===== src/rtl/gym_spin_tile_mover.sv =====
// gym_spin_tile_mover: multi-tile spin movement engine for the gym overworld.
// Looks up the landing tile's kind, then slides the character tile by tile at
// STEP_PX pixels per frame_tick until a stop, wall, edge or traversal limit.
// Ports:
//   Clk, Reset            - clock, async active-high reset
//   frame_tick            - one pulse per video frame (advances motion)
//   start, xleft_in/ytop_in - arrival pulse and pixel position
//   tile_col/tile_row     - registered tile-map request
//   tile_kind             - combinational tile-map response
//   busy, done            - run in progress / end-of-run pulse
//   spin_direction        - facing: 0 up, 1 down, 2 left, 3 right
//   xleft_next_out/ytop_next_out - current character pixel position
module gym_spin_tile_mover #(
    parameter int COORD_W   = 10,
    parameter int TILE_PX   = 16,
    parameter int STEP_PX   = 4,
    parameter int COLS      = 40,
    parameter int ROWS      = 30,
    parameter int MAX_TILES = 64
) (
    input  logic                     Clk,
    input  logic                     Reset,
    input  logic                     frame_tick,
    input  logic                     start,
    input  logic [COORD_W-1:0]       xleft_in,
    input  logic [COORD_W-1:0]       ytop_in,
    output logic [$clog2(COLS)-1:0]  tile_col,
    output logic [$clog2(ROWS)-1:0]  tile_row,
    input  logic [2:0]               tile_kind,
    output logic                     busy,
    output logic                     done,
    output logic [1:0]               spin_direction,
    output logic [COORD_W-1:0]       xleft_next_out,
    output logic [COORD_W-1:0]       ytop_next_out
);
    localparam int CW  = $clog2(COLS);
    localparam int RW  = $clog2(ROWS);
    localparam int TSH = $clog2(TILE_PX);
    localparam int OW  = TSH + 1;
    localparam int NW  = $clog2(MAX_TILES + 1);

    localparam logic [OW-1:0]      STEP_O = OW'(STEP_PX);
    localparam logic [OW-1:0]      TILE_O = OW'(TILE_PX);
    localparam logic [COORD_W-1:0] STEP_C = COORD_W'(STEP_PX);
    localparam logic [NW-1:0]      MAX_N  = NW'(MAX_TILES);

    typedef enum logic [2:0] {
        S_IDLE,
        S_LOOKUP,
        S_AHEAD,
        S_MOVE,
        S_DONE
    } state_t;

    state_t          state;
    logic            moving;
    logic [NW-1:0]   tiles;
    logic [OW-1:0]   offset;

    logic            aligned;
    logic            is_arrow;
    logic            go;
    logic [1:0]      dir_l;
    logic            in_range;
    logic [CW-1:0]   ncol;
    logic [RW-1:0]   nrow;
    logic [COORD_W-1:0] nx;
    logic [COORD_W-1:0] ny;
    logic [OW-1:0]   noff;

    assign aligned = (xleft_in[TSH-1:0] == '0) && (ytop_in[TSH-1:0] == '0);

    // Tile decision in LOOKUP: new facing and the neighbour in that facing.
    always_comb begin
        is_arrow = 1'b0;
        go       = 1'b0;
        dir_l    = spin_direction;
        case (tile_kind)
            3'd1, 3'd2, 3'd3, 3'd4: begin
                is_arrow = 1'b1;
                go       = 1'b1;
                // kinds 1..4 map to facings 0..3 (4 wraps through 2'b00)
                dir_l    = tile_kind[1:0] - 2'd1;
            end
            3'd0, 3'd7: go = moving;
            default:    go = 1'b0;
        endcase

        ncol     = tile_col;
        nrow     = tile_row;
        in_range = 1'b1;
        case (dir_l)
            2'd0: if (tile_row == '0) in_range = 1'b0;
                  else nrow = tile_row - RW'(1);
            2'd1: if (tile_row == RW'(ROWS - 1)) in_range = 1'b0;
                  else nrow = tile_row + RW'(1);
            2'd2: if (tile_col == '0) in_range = 1'b0;
                  else ncol = tile_col - CW'(1);
            default: if (tile_col == CW'(COLS - 1)) in_range = 1'b0;
                     else ncol = tile_col + CW'(1);
        endcase
    end

    // Position after one frame step along the current facing.
    always_comb begin
        nx = xleft_next_out;
        ny = ytop_next_out;
        case (spin_direction)
            2'd0:    ny = ytop_next_out - STEP_C;
            2'd1:    ny = ytop_next_out + STEP_C;
            2'd2:    nx = xleft_next_out - STEP_C;
            default: nx = xleft_next_out + STEP_C;
        endcase
        noff = offset + STEP_O;
    end

    always_ff @(posedge Clk or posedge Reset) begin
        if (Reset) begin
            state          <= S_IDLE;
            moving         <= 1'b0;
            tiles          <= '0;
            offset         <= '0;
            busy           <= 1'b0;
            done           <= 1'b0;
            spin_direction <= 2'd0;
            tile_col       <= '0;
            tile_row       <= '0;
            xleft_next_out <= '0;
            ytop_next_out  <= '0;
        end else begin
            case (state)
                S_IDLE: begin
                    if (start && aligned) begin
                        xleft_next_out <= xleft_in;
                        ytop_next_out  <= ytop_in;
                        moving         <= 1'b0;
                        tiles          <= '0;
                        busy           <= 1'b1;
                        tile_col       <= xleft_in[TSH +: CW];
                        tile_row       <= ytop_in[TSH +: RW];
                        state          <= S_LOOKUP;
                    end
                end
                S_LOOKUP: begin
                    spin_direction <= dir_l;
                    if (is_arrow) moving <= 1'b1;
                    if (!go || !in_range || tiles == MAX_N) begin
                        done  <= 1'b1;
                        state <= S_DONE;
                    end else begin
                        tile_col <= ncol;
                        tile_row <= nrow;
                        state    <= S_AHEAD;
                    end
                end
                S_AHEAD: begin
                    if (tile_kind == 3'd6) begin
                        done  <= 1'b1;
                        state <= S_DONE;
                    end else begin
                        offset <= '0;
                        state  <= S_MOVE;
                    end
                end
                S_MOVE: begin
                    if (frame_tick) begin
                        xleft_next_out <= nx;
                        ytop_next_out  <= ny;
                        offset         <= noff;
                        if (noff == TILE_O) begin
                            tiles    <= tiles + NW'(1);
                            tile_col <= nx[TSH +: CW];
                            tile_row <= ny[TSH +: RW];
                            state    <= S_LOOKUP;
                        end
                    end
                end
                S_DONE: begin
                    done  <= 1'b0;
                    busy  <= 1'b0;
                    state <= S_IDLE;
                end
                default: state <= S_IDLE;
            endcase
        end
    end
endmodule


===== config.mk =====
export PLATFORM = sky130hd
export DESIGN_NAME = gym_spin_tile_mover
export DESIGN_NICKNAME = d
export VERILOG_FILES = /design/src/rtl/gym_spin_tile_mover.sv
export SDC_FILE = /design/constraint.sdc
export NUM_CORES = 1
export LEC_CHECK = 0
export ABC_AREA = 1
export BUFFER_PORTS_ARGS = -buffer_cell sky130_fd_sc_hd__clkbuf_2
export CAP_MARGIN = 20
export CORE_MARGIN = 5
export CORE_UTILIZATION = 55
export CTS_CLUSTER_SIZE = 40
export DETAILED_ROUTE_END_ITERATION = 7
export GPL_TIMING_DRIVEN = 0
export PLACE_DENSITY = 0.87
export SLEW_MARGIN = 30
export SYNTH_ARGS = -nofsm -noshare
export SYNTH_HDL_FRONTEND = slang
export SYNTH_SLANG_ARGS = --single-unit

===== constraint.sdc =====
create_clock -name Clk -period 4.65 [get_ports Clk]
set_input_delay 1.395 -clock Clk [delete_from_list [all_inputs] [get_ports Clk]]
set_output_delay 1.395 -clock Clk [all_outputs]
set_load 0.01 [all_outputs]

## Yosys cells after proc, flatten, opt, wreduce, memory -nomap -nowiden

Cells that the tools add are included.
W data, S select, Z words.

- Logic and storage cells: 146
- Bits in registers: 51

- Equal/unequal tests: 34
- Muxes and demuxes: 53
- Add/subtract/negate cells: 11
- Reductions and logical operators: 35

Operator list:

| kind | count |
|---|---|
| $pmux W10 S2 | 4 |
| $mux W10 | 4 |
| $mux W5 | 8 |
| $mux W6 | 6 |
| $mux W7 | 3 |
| $add A10 B3 Y10 const B | 2 |
| $ne A2 B2 Y1 const B | 10 |
| $pmux W5 S2 | 2 |
| $sub A10 B3 Y10 const B | 2 |
| $pmux W6 S3 | 1 |
| $reduce_and A8 Y1 | 2 |
| $mux W3 | 5 |
| $pmux W5 S3 | 1 |
| $reduce_and A3 Y1 | 5 |
| $pmux W7 S2 | 1 |
| $eq A3 B2 Y1 const B | 4 |
| $eq A3 B3 Y1 const B | 4 |
| $pmux W3 S4 | 1 |
| $pmux W6 S2 | 1 |
| $reduce_and A4 Y1 | 3 |
| $eq A5 B5 Y1 const B | 2 |
| $mux W1 | 10 |
| $ne A3 B3 Y1 const B | 3 |
| $logic_not A4 Y1 | 2 |
| other kinds (29) | 47 |

## Depth between registers and ports, before layout

Gate-level depths: netlist (run 1).

- Word-level depth: 10
- Gate-level depth with buffers: 21
- Mapped depth without buffers: 21

## Worst setup path after synthesis (run 1)

Ideal clock, no wire load.

- Path kind: in2reg
- Start: input tile_kind[0]
- End: register tile_row[4]
- Path buffers: 0
- Required time: 4.567 ns
- Stages on the path: 17
- Path slack: 1.193 ns
- Data arrival time: 3.375 ns
- Library setup time: 0.083 ns
- Cell sequence: inv_1 ha_1 nor2_1 nand2_1 nand3_1 nand2_2 nor2_2 inv_1 ha_1 nand2_1 o21ai_0 xor2_1 xnor2_1 nand2_1 nand3_1 nand2_1 o21ai_0

- Cells in the longest elaborated chain, start to end: 10

RTL lines:

| element | line | text |
|---|---|---|
| start: declaration | 29 | `input logic [2:0] tile_kind,` |
| $eq A3 B1 Y1 (tied with other cells) | 78 | `case (tile_kind)` |
| $reduce_or A4 Y1 | 78 |  |
| $mux W2 | 78 |  |
| $eq A2 B2 Y1 (tied with other cells) | 92 | `case (dir_l)` |
| $pmux W1 S3 | 92 |  |
| $logic_not A1 Y1 | 147 | `if (!go \|\| !in_range \|\| tiles == MAX_N) begin` |
| $logic_or A1 B1 Y1 (2 in series) | 147 |  |
| $ne A2 B2 Y1 (no line) | - |  |
| $reduce_and A8 Y1 (no line) | - |  |
| end signal: assignment | 140 | `tile_row <= ytop_in[TSH +: RW];` |
| end signal: assignment | 152 | `tile_row <= nrow;` |
| end signal: assignment | 173 | `tile_row <= ny[TSH +: RW];` |
| end: declaration | 28 | `output logic [$clog2(ROWS)-1:0] tile_row,` |

Parallel ways exist; a longest one is shown, timed or not. The select of a mux whose other input is x is not followed.
A chain may end at the register's enable or synchronous reset.

## Worst setup path after layout (run 1)

Ends and elaborated chain as after synthesis.

==> results.md, run 1 <==
- Status: completed
- DR WL/cell: 14.5 um
- Htree depth: 2
- Synth Net Count: roughly 570
- Final setup vio count: 0
- CTS tree: yes
- Die ar.: 8430 sq um
- Row Count: 29
- CP Launch Type: input port
- DR vias: 3726
- Antenna Nets Post-Route: 0
- Critical path type: in -> reg
- Vias in the first global route: approximately 3600
- Starting density of the core: 0.573
- Pre-Repair DR Iteration Count: 6
- Layout fillers: 573
- Syn_area_per_cell: 7.13 sq um
- Vias per cell: between 5 and 6
- CTS clk-pin slew, worst paths: roughly 0.1 ns
- Setup TNS: 0 ns
- Crit end category: register
- Final nets: about 640
- Slew @ Worst Pin: slightly below 0.7 ns
- First-pass GRT wire length: 16.5 mm
- CP max stage cell: ha_1
- Hold Path Class: reg -> reg
- Buffers & Inverters on Critical Path: 3
- Gr ovfl total: 0
- # diodes: 0
- Area leader, netlist: dfrtp_1
- GRT Total Usage: 0.236
- Worst path cell trace: clkbuf_2 -> inv_1 -> ha_1 -> nor2_1 -> nand2_1 -> nand2_2 -> nand2_1 -> nand2_2 -> nor2_2 -> inv_1 -> ha_1 -> nand2_1 -> o21ai_0 -> xor2_1 -> xnor2_1 -> nand2_1 -> nand3_1 -> nand2_1 -> o21ai_0
- Cts repair resizes: 0
- Core Region: between 6000 and 7000 sq um
- I/O Buffers: between 60 and 70
- Delay of the slowest critical-path stage: 0.36 ns
- P_leak: around 2.3 nW
- Detailed Route Iter0 Violations: about 230
- Most common cell after layout, fill and taps aside: nand2_1
- Layout Area Growth over Synthesis: 13.5%
- Total CTS buffers: 5
- Fraction of layout instances using a drive strength above 1: 0.164
- Critical Path Fanout Max: 7
- Area of the mapped netlist: between 3000 and 4000 sq um
- Skew-Pair Late Insertion Delay: 0.32 ns
- Cell repeated most along the worst path: nand2_1
- Post-synthesis sequential area ratio: 0.333
- VDD IR max: approximately 0.41 mV
- Hold_ws: about 0.49 ns
- Largest net degree at the start of global routing: 50
- Gpl congestion: ~0.90
- Cell Pwr Density: just over 700 nW/um^2
- Initial antenna violation count: 0
- Worst slew margin: 0.542
- Gate Count Post-Synth: about 520
- Tcrit/Tclk final: 0.782
- Final Util: 0.651
- Residual DRC: 0
- Fmax achieved: around 0.27 GHz
- RSZ-0062 raised after global routing: no
- Library cells used by synthesis: 43
- Max Cap Viol: 0
- Detailed Route WL: 9.59 mm
- Tmin final: around 3.6 ns
- Syn. warnings: 0
- Synthesized flop and latch total: slightly below 50
- Post-CTS setup buffer count: 0
- I/O pin cnt: 62
- Req. time, crit path: about 4.9 ns
- Clock Path Buffers: 2
- CP arrival: around 3.9 ns
- Clock Tree Root: clkbuf_8
- Largest cells by area after synthesis: dfrtp_1 33%, nand2_1 13%, ha_1 8.5%
- Die Width: roughly 92 um
- Slew Limit Fails: 0
- Delay-heaviest family, CP: simple AND/OR/NAND/NOR gates
- CTS Hold Bufs: 0
- Hold Vio Cnt, Final: 0
- DP HPWL: around 7.5 mm
- Die height: 91.8 um
- Num Clock Sinks: 49
- Synth top area share: 0.333
- Worst Skew: ~0.0057 ns
- Commonest non-fill, non-tap cells in the layout: 123 x nand2_1, 75 x inv_1, 61 x clkbuf_2
==> layout make-up <==
cell class | instances | area, sq um | area share
buffer | 6 | 28.8 | 0.00689
clock buffer | 5 | 68.8 | 0.0165
clock inverter | 3 | 25.0 | 0.00599
inverter | 84 | 325 | 0.0778
multi-input combinational | 377 | 2100 | 0.503
sequential | 49 | 1230 | 0.293
tap | 77 | 96.3 | 0.0231
timing repair buffer | 61 | 305 | 0.0731
==> state kept, by name, summed over array words and instances, names as in the netlist <==
signal	cells
busy	1
done	1
moving	1
offset	3
spin_direction	2
state	3
tile_col	6
tile_row	5
tiles	7
xleft_next_out	10
ytop_next_out	10
==> routing by layer <==
| metal | track usage | vias to the layer above | wire [um] |
|---|---|---|---|
| li1 | - | 1821 | - |
| met1 | 0.301 | 1748 | 4160 |
| met2 | 0.404 | 136 | 4640 |
| met3 | 0.0491 | 21 | 605 |
| met4 | 0.0730 | 0 | 180 |
| met5 | 0 | - | 0 |
==> kinds of logic after synthesis <==
family                     synth area share
and+or+nand+nor                       0.299
buffers and inverters                0.0955
adders and majority gates             0.101
AOI/OAI and AO/OA                     0.147
xor gates and xnor gates             0.0238
DFF                                   0.333
==> synth_stat cells (all sizes together) <==
master / instances
nand2: 130
inv: 83
nor2: 52
dfrtp: 49
o21ai: 47
nand3: 38
ha: 25
a21oi: 24
nor3: 10
o22ai: 10
xor2: 6
nand4: 4
xnor2: 4
buf: 3
clkbuf: 3
fa: 3
nor3b: 3
a21o: 2
a221oi: 2
a22oi: 2
a31oi: 2
nand3b: 2
o211ai: 2
o21bai: 2
or2: 2
a211oi: 1
a22o: 1
a32oi: 1
clkinv: 1
nor4: 1
o221ai: 1
==> per-stage QoR <==
stage          cell area, sq um  cells  setup WS [ns]  power, mW
6_report                   4180    662           1.01       3.01
5_1_grt                    4180    662          0.755       3.32
4_1_cts                    4180    662           1.02       2.99
3_5_place_dp               4090    654          0.716       2.70
3_3_place_gp               4080    654          0.777       2.62
2_1_floorplan              3680    516           1.19       2.18
==> where the power goes <==
group / internal (mW) / switching, mW / leakage, nW
Combinational: 0.709 / 1.21 / 1.63
Sequential: 0.603 / 0.202 / 0.607
Clock: 0.110 / 0.167 / 0.0452
Total: 1.42 / 1.58 / 2.28
==> worst paths after layout <==
check	start	slack (ns)	endpoint	depth (start not counted)
worst min-delay path	ytop_next_out[1]$_DFFE_PP0P_	0.49	ytop_next_out[1]$_DFFE_PP0P_	2
worst max register to register	spin_direction[1]$_DFFE_PP0P_	1.81	ytop_next_out[9]$_DFFE_PP0P_	14
min in group asynchronous	Reset	1.15	ytop_next_out[7]$_DFFE_PP0P_	2
worst max-delay path	tile_kind[0]	1.01	tile_row[4]$_DFFE_PP0P_	19
max in group asynchronous	Reset	3.09	spin_direction[0]$_DFFE_PP0P_	2
worst min register to register	ytop_next_out[1]$_DFFE_PP0P_	0.49	ytop_next_out[1]$_DFFE_PP0P_	2
==> worst register-to-register path, cell delays in order (launching register included) <==
cell and delay [ns]:
dfrtp_1 0.47, nor2_1 0.39, inv_1 0.24, ha_1 0.39, a21oi_1 0.17, nand2_1 0.08
nand2_1 0.08, nand2_1 0.05, a21oi_1 0.17, nor2_1 0.07, o21ai_0 0.27, nand2_1 0.11
nand2_1 0.09, nand3_1 0.07, a21oi_1 0.12
(Power assumes the default switching activity.)
==> run 2, diff against run 1 <==
--- a/config.mk
+++ b/config.mk
@@ -9,7 +9,7 @@
 export BUFFER_PORTS_ARGS = -buffer_cell sky130_fd_sc_hd__clkbuf_2
 export CAP_MARGIN = 20
 export CORE_MARGIN = 5
-export CORE_UTILIZATION = 55
+export CORE_UTILIZATION = 52
 export CTS_CLUSTER_SIZE = 40
 export DETAILED_ROUTE_END_ITERATION = 7
 export GPL_TIMING_DRIVEN = 0
==> constraint.sdc (replaced) <==
create_clock -name Clk -period 2.93 [get_ports Clk]
set_input_delay 0.879 -clock Clk [delete_from_list [all_inputs] [get_ports Clk]]
set_output_delay 0.879 -clock Clk [all_outputs]
set_load 0.01 [all_outputs]
==> run 2 against run 1 <==
Wire length up 0.27%. Combinational power up 62%. Count of clock-buffer cells in the layout unchanged. Clock power up 54%. Cell area up 1.9%. Non-clock buffer count up 1. Die area up 5.1%.
==> results.md, run 2 (synthesis results as in run 1) <==
- Hold Path Class: reg -> reg
- Layout Area Growth over Synthesis: 15.7%
- Power Total: 4.82 mW
- I/O pin cnt: between 60 and 70
- VDD IR max: approximately 0.65 mV
- # diodes: 0
- Slew Limit Fails: 0
- Post-Layout Cell Count: a little under 700
- P_leak: ~2.3 nW
- CTS clk-pin slew, worst paths: approximately 0.10 ns
- Clock Path Buffers: 2
- First-pass GRT wire length: about 16 mm
- Setup TNS: 0 ns
- Fraction of layout instances using a drive strength above 1: 0.183
- Setup WS post-layout: approximately 0.014 ns
- CTS Hold Bufs: 0
- Pre-Repair DR Iteration Count: 5
- Worst slew margin: 0.587
- Met1 GRT Util: 0.309
- Slew @ Worst Pin: roughly 0.62 ns
- Busiest grt layer: met2
- Largest net degree at the start of global routing: 50
- Cell repeated most along the worst path: nand2_1
- Final nets: 640
- Delay-heaviest family, CP: simple AND/OR/NAND/NOR gates
- Clock Tree Root: clkbuf_8
- Die height: between 90 and 100 um
- Vias in the first global route: 3586
- Core Region: a little under 7000 sq um
- Most common cell after layout, fill and taps aside: nand2_1
- CP Launch Type: input port
- Die Width: 94.1 um
- Gpl congestion: ~0.90
- Final Util: 0.623
- Residual DRC: 0
- Skew-Pair Late Insertion Delay: 0.31 ns
- Critical Path Fanout Max: 7
- Antenna Nets Post-Route: 0
- Placed cells: slightly below 700
- Hold Vio Cnt, Final: 0
- Num Clock Sinks: just under 50
- Gr ovfl total: 0
- Total CTS buffers: 5
- DR vias: around 3700
- Worst path cell trace: clkbuf_2 -> inv_1 -> ha_2 -> nor2_1 -> nand2_1 -> nand2_2 -> nand2_2 -> nand2_4 -> nor2_4 -> inv_2 -> ha_4 -> a21oi_1 -> o21ai_2 -> xor2_1 -> xnor2_1 -> nand2_1 -> nand3_1 -> nand2_1 -> o21ai_0
- Worst Skew: about 0.0064 ns
- Cell Area, Placed: 4110 sq um
- Commonest non-fill, non-tap cells in the layout: 121 x nand2_1, 73 x inv_1, 61 x clkbuf_2
- Row Count: 30
- Crit end category: register
- Detailed Route Iter0 Violations: 226
- Hold_ws: just under 0.5 ns
- DP HPWL: 7.52 mm
- Delay of the slowest critical-path stage: between 0.2 and 0.25 ns
- RSZ-0062 raised after global routing: yes
- Buffers & Inverters on Critical Path: 3
- M3 GR Usage: 0.0441
- Initial antenna violation count: 0
- Detailed Route WL: 9.61 mm
- Final setup vio count: 0
- Vias per cell: between 5 and 6
- Status: completed
- DR WL/cell: roughly 14 um
- Post-Layout Inst Area: about 4300 sq um
- Largest regs: xleft_next_out: 10 flops, ytop_next_out: 10 flops, tiles: 7 flops
- CP max stage cell: ha_4
- Die ar.: roughly 8900 sq um
- CTS tree: yes
- Critical path type: in -> reg
- Pre-CTS WS: -0.464 ns
- CP arrival: around 3.1 ns
- Tmin final: between 2 and 3 ns
- Htree depth: 2
- GR Util met2: 0.372
- I/O Buffers: between 60 and 70
- Cell Pwr Density: between 1000 and 1500 nW/um^2
- GRT Total Usage: 0.229
- Starting density of the core: 0.539
- Max Cap Viol: 0
- Fmax achieved: between 0.3 and 0.4 GHz
- Req. time, crit path: approximately 3.1 ns
- Tcrit/Tclk final: 0.995
-- run 2: cell types whose count changed in the layout (fill, tap and decap cells not counted), sizes merged --
| cell | delta |
|---|---|
| buf | +1 |
| inv | -1 |
| clkinv | +1 |
-- run 2: timing repair --
action,4_1_cts,5_1_grt
gates resized for setup,4,8
pin swaps,1,2
setup endpoints to repair,1,6
buffers inserted,0,1
-- run 2: report_power, final --
part / switching [mW] / internal (mW)
clock: 0.257 / 0.170
combinational: 1.94 / 1.17
sequential: 0.332 / 0.958
-- run 2: per-layer routing --
layer | share of wire | routed length [um] | vias to the layer above
met4 | 0.020 | 195 | 0
met2 | 0.47 | 4480 | 163
met1 | 0.43 | 4130 | 1715
met5 | 0 | 0 | -
met3 | 0.083 | 801 | 20
li1 | - | - | 1826
-- run 2: final timing paths --
path / start / endpoint / slack, ns / cells past startpoint
max: tile_kind[0] / tile_row[4]$_DFFE_PP0P_ / 0.01 / 19
max reg2reg: spin_direction[0]$_DFFE_PP0P_ / ytop_next_out[9]$_DFFE_PP0P_ / 0.33 / 15
max in group asynchronous: Reset / ytop_next_out[4]$_DFFE_PP0P_ / 1.88 / 2
min reg2reg: ytop_next_out[0]$_DFFE_PP0P_ / ytop_next_out[0]$_DFFE_PP0P_ / 0.49 / 2
min in group asynchronous: Reset / ytop_next_out[0]$_DFFE_PP0P_ / 0.62 / 2
min: ytop_next_out[0]$_DFFE_PP0P_ / ytop_next_out[0]$_DFFE_PP0P_ / 0.49 / 2
-- run 2: tightest hold or removal path: cells and delay by family (launching register included) --
family,cells,cell delay (ns)
AND/OR/NAND/NOR,1,0.06
buffers and inverters,1,0.04
flip-flops,1,0.37
-- run 2: final cells by class --
cell class                      count  area (sq um)
Inverter                           84           325
Sequential cell                    49          1230
Buffer                              6          28.8
Tap cell                           96           120
Clock inverter                      3          21.3
Fill cell                         630          2570
Timing Repair Buffer               62           313
Multi-Input combinational cell    377          2150
Clock buffer                        5          68.8
==> run 3, diff against run 2 <==
--- a/config.mk
+++ b/config.mk
@@ -13,7 +13,8 @@
 export CTS_CLUSTER_SIZE = 40
 export DETAILED_ROUTE_END_ITERATION = 7
 export GPL_TIMING_DRIVEN = 0
-export PLACE_DENSITY = 0.87
+export PLACE_DENSITY = 0.78
+export RECOVER_POWER = 25
 export SLEW_MARGIN = 30
 export SYNTH_ARGS = -nofsm -noshare
 export SYNTH_HDL_FRONTEND = slang
==> run 3 against run 2 <==
The flow now finishes with violations (capacitance limit, slew limit). Count of clock-buffer cells in the layout unchanged. Sequential share of layout area down 0.81 points. Clock skew up 0.012 ns. Highest routed layer unchanged.
==> results.md, run 3 (synthesis results as in run 1) <==
- Status: complete, but fails checks
- Failing checks: capacitance limit, slew limit
- Max Cap Viol: 1
- RSZ-0062 raised after global routing: yes
- Layout Area Growth over Synthesis: 19.0%
- Starting density of the core: 0.539
- Power Internal: approximately 2.5 mW
- Die height: 94.1 um
- Final nets: approximately 650
- Critical Path Fanout Max: 5
- CTS tree: yes
- Residual DRC: 0
- Sw Share: 0.504
- P_leak: 2.36 nW
- Hold_ws: between 0.4 and 0.5 ns
- Clock Path Buffers: 2
- I/O pin cnt: 62
- Seq pwr share: 0.256
- Commonest non-fill, non-tap cells in the layout: 119 x nand2_1, 74 x inv_1, 61 x clkbuf_2
- Tmin final: about 2.9 ns
- Most common cell after layout, fill and taps aside: nand2_1
- Skew-Pair Late Insertion Delay: 0.32 ns
- Detailed Route WL: roughly 9.9 mm
- # diodes: 0
- First-pass GRT wire length: between 15 and 20 mm
- NetSw: roughly 2.5 mW
- Hold Path Class: reg -> reg
- Largest regs: xleft_next_out: 10 flops, ytop_next_out: 10 flops, tiles: 7 flops
- GRT Total Usage: 0.224
- Post-Layout Cell Count: about 700
- Num Clock Sinks: between 40 and 50
- Slew Limit Fails: 50
- DP HPWL: about 7.5 mm
- Clock network power share: 0.118
- Logic pwr share: 0.626
- Final setup vio count: 0
- Crit end category: register
- Fmax achieved: 0.347 GHz
- Worst Skew: between 0.015 and 0.02 ns
- Row Count: 30
- Htree depth: 2
- Fraction of layout instances using a drive strength above 1: 0.194
- CP arrival: just over 3 ns
- Vias per cell: approximately 5.4
- CP Launch Type: input port
- Detailed Route Iter0 Violations: around 300
- Hold Path Depth: 2
- Pre-Repair DR Iteration Count: 8
- Worst R2R Path Depth: 15
- Layout fillers: 631
- Initial antenna violation count: 0
- Cell Pwr Density: roughly 1200 nW/um^2
- Antenna Nets Post-Route: 0
- Slew @ Worst Pin: ~1.9 ns
- Placed cells: 673
- Setup TNS: 0 ns
- Total CTS buffers: 5
- Vias in the first global route: around 3400
- Worst slew margin: -0.271
- Tcrit/Tclk final: 0.984
- Pre-CTS WS: -0.388 ns
- Critical path type: in -> reg
- Clock Tree Root: clkbuf_8
- Hold Vio Cnt, Final: 0
- Final Util: 0.641
- Largest net degree at the start of global routing: 50
- Die ar.: ~8900 sq um
- CTS clk-pin slew, worst paths: 0.11 ns
- DR vias: about 3700
- Gpl congestion: a little over 0.9
- Req. time, crit path: around 3.2 ns
- Setup WS post-layout: 0.0473 ns
- I/O Buffers: between 60 and 70
- Gr ovfl total: 0
- Core Region: 6830 sq um
- DR WL/cell: ~14 um
- Die Width: ~94 um
- VDD IR max: 0.636 mV
run 3: cell types whose count changed in the layout (fill, tap and decap cells not counted), moves of 2 or more:
cell       previous run  this run
buf_4                 2         6
bufinv_16             0         2
nand2_1             121       119
nand2_4               3         5
nand3_1              37        35
nand3_2               1         3
nor2_1               45        47
nor2_2                2         0
run 3: routing by layer:
metal  vias to the layer above  track usage  routed length [um]
li1                       1836            -                   -
met1                      1703        0.306                4300
met2                       173        0.361                4600
met3                        34       0.0369                 746
met4                         0       0.0686                 272
met5                         -            0                   0
run 3: cell type report:
cell class / instances / area, sq um / share of cell area
plain buffers: 6 / 28.8 / 0.00657
clock buffers: 5 / 68.8 / 0.0157
clock inverters: 3 / 68.8 / 0.0157
inverters: 84 / 323 / 0.0737
multi-input cells: 378 / 2180 / 0.498
flip-flops and latches: 49 / 1230 / 0.280
well taps: 96 / 120 / 0.0274
repair buffers: 67 / 363 / 0.0828
run 3: path summary, 6_finish.rpt:
kind / endpoint / from / slack (ns)
max in group asynchronous: ytop_next_out[4]$_DFFE_PP0P_ / Reset / 0.65
worst min-delay path: ytop_next_out[1]$_DFFE_PP0P_ / ytop_next_out[1]$_DFFE_PP0P_ / 0.48
worst max-delay path: tile_col[5]$_DFFE_PP0P_ / tile_kind[0] / 0.05
worst max register to register: tile_col[3]$_DFFE_PP0P_ / spin_direction[1]$_DFFE_PP0P_ / 0.18
worst min register to register: ytop_next_out[1]$_DFFE_PP0P_ / ytop_next_out[1]$_DFFE_PP0P_ / 0.48
min in group asynchronous: ytop_next_out[0]$_DFFE_PP0P_ / Reset / 1.16
run 3: repair_timing:
item,CTS,global route
pin swaps,1,7
setup endpoints to repair,1,4
gates resized for setup,3,15
setup buffers,1,5
cloned,0,1
hold buffers,0,0
run 3: power groups by stage:
stage,Combinational [mW],Clock (mW),Sequential (mW)
global route,3.55,0.622,1.33
CTS,3.06,0.596,1.28
floorplan,2.15,0,1.31
finish,3.16,0.595,1.29
detailed placement,3.00,0,1.29
global placement,2.90,0,1.28
run 3: metrics by stage:
step           power (mW)  instance area [sq um]
6_report             5.04                   4380
5_1_grt              5.50                   4380
4_1_cts              4.94                   4280
3_5_place_dp         4.29                   4110
3_3_place_gp         4.18                   4110
2_1_floorplan        3.46                   3690
run 3: critical path, cell delays in order:
cell	delay, ns
clkbuf_2	0.14
inv_2	0.05
ha_2	0.19
nor2_1	0.16
nand2_2	0.12
nand2_4	0.11
nand2_2	0.06
nand2_4	0.11
buf_12	0.11
nand2_2	0.08
inv_1	0.12
ha_1	0.27
inv_1	0.11
o21bai_1	0.09
nor2_1	0.15
nand3_1	0.10
nand3_1	0.10
nand2_1	0.05
nand2_1	0.05
nand2_1	0.05
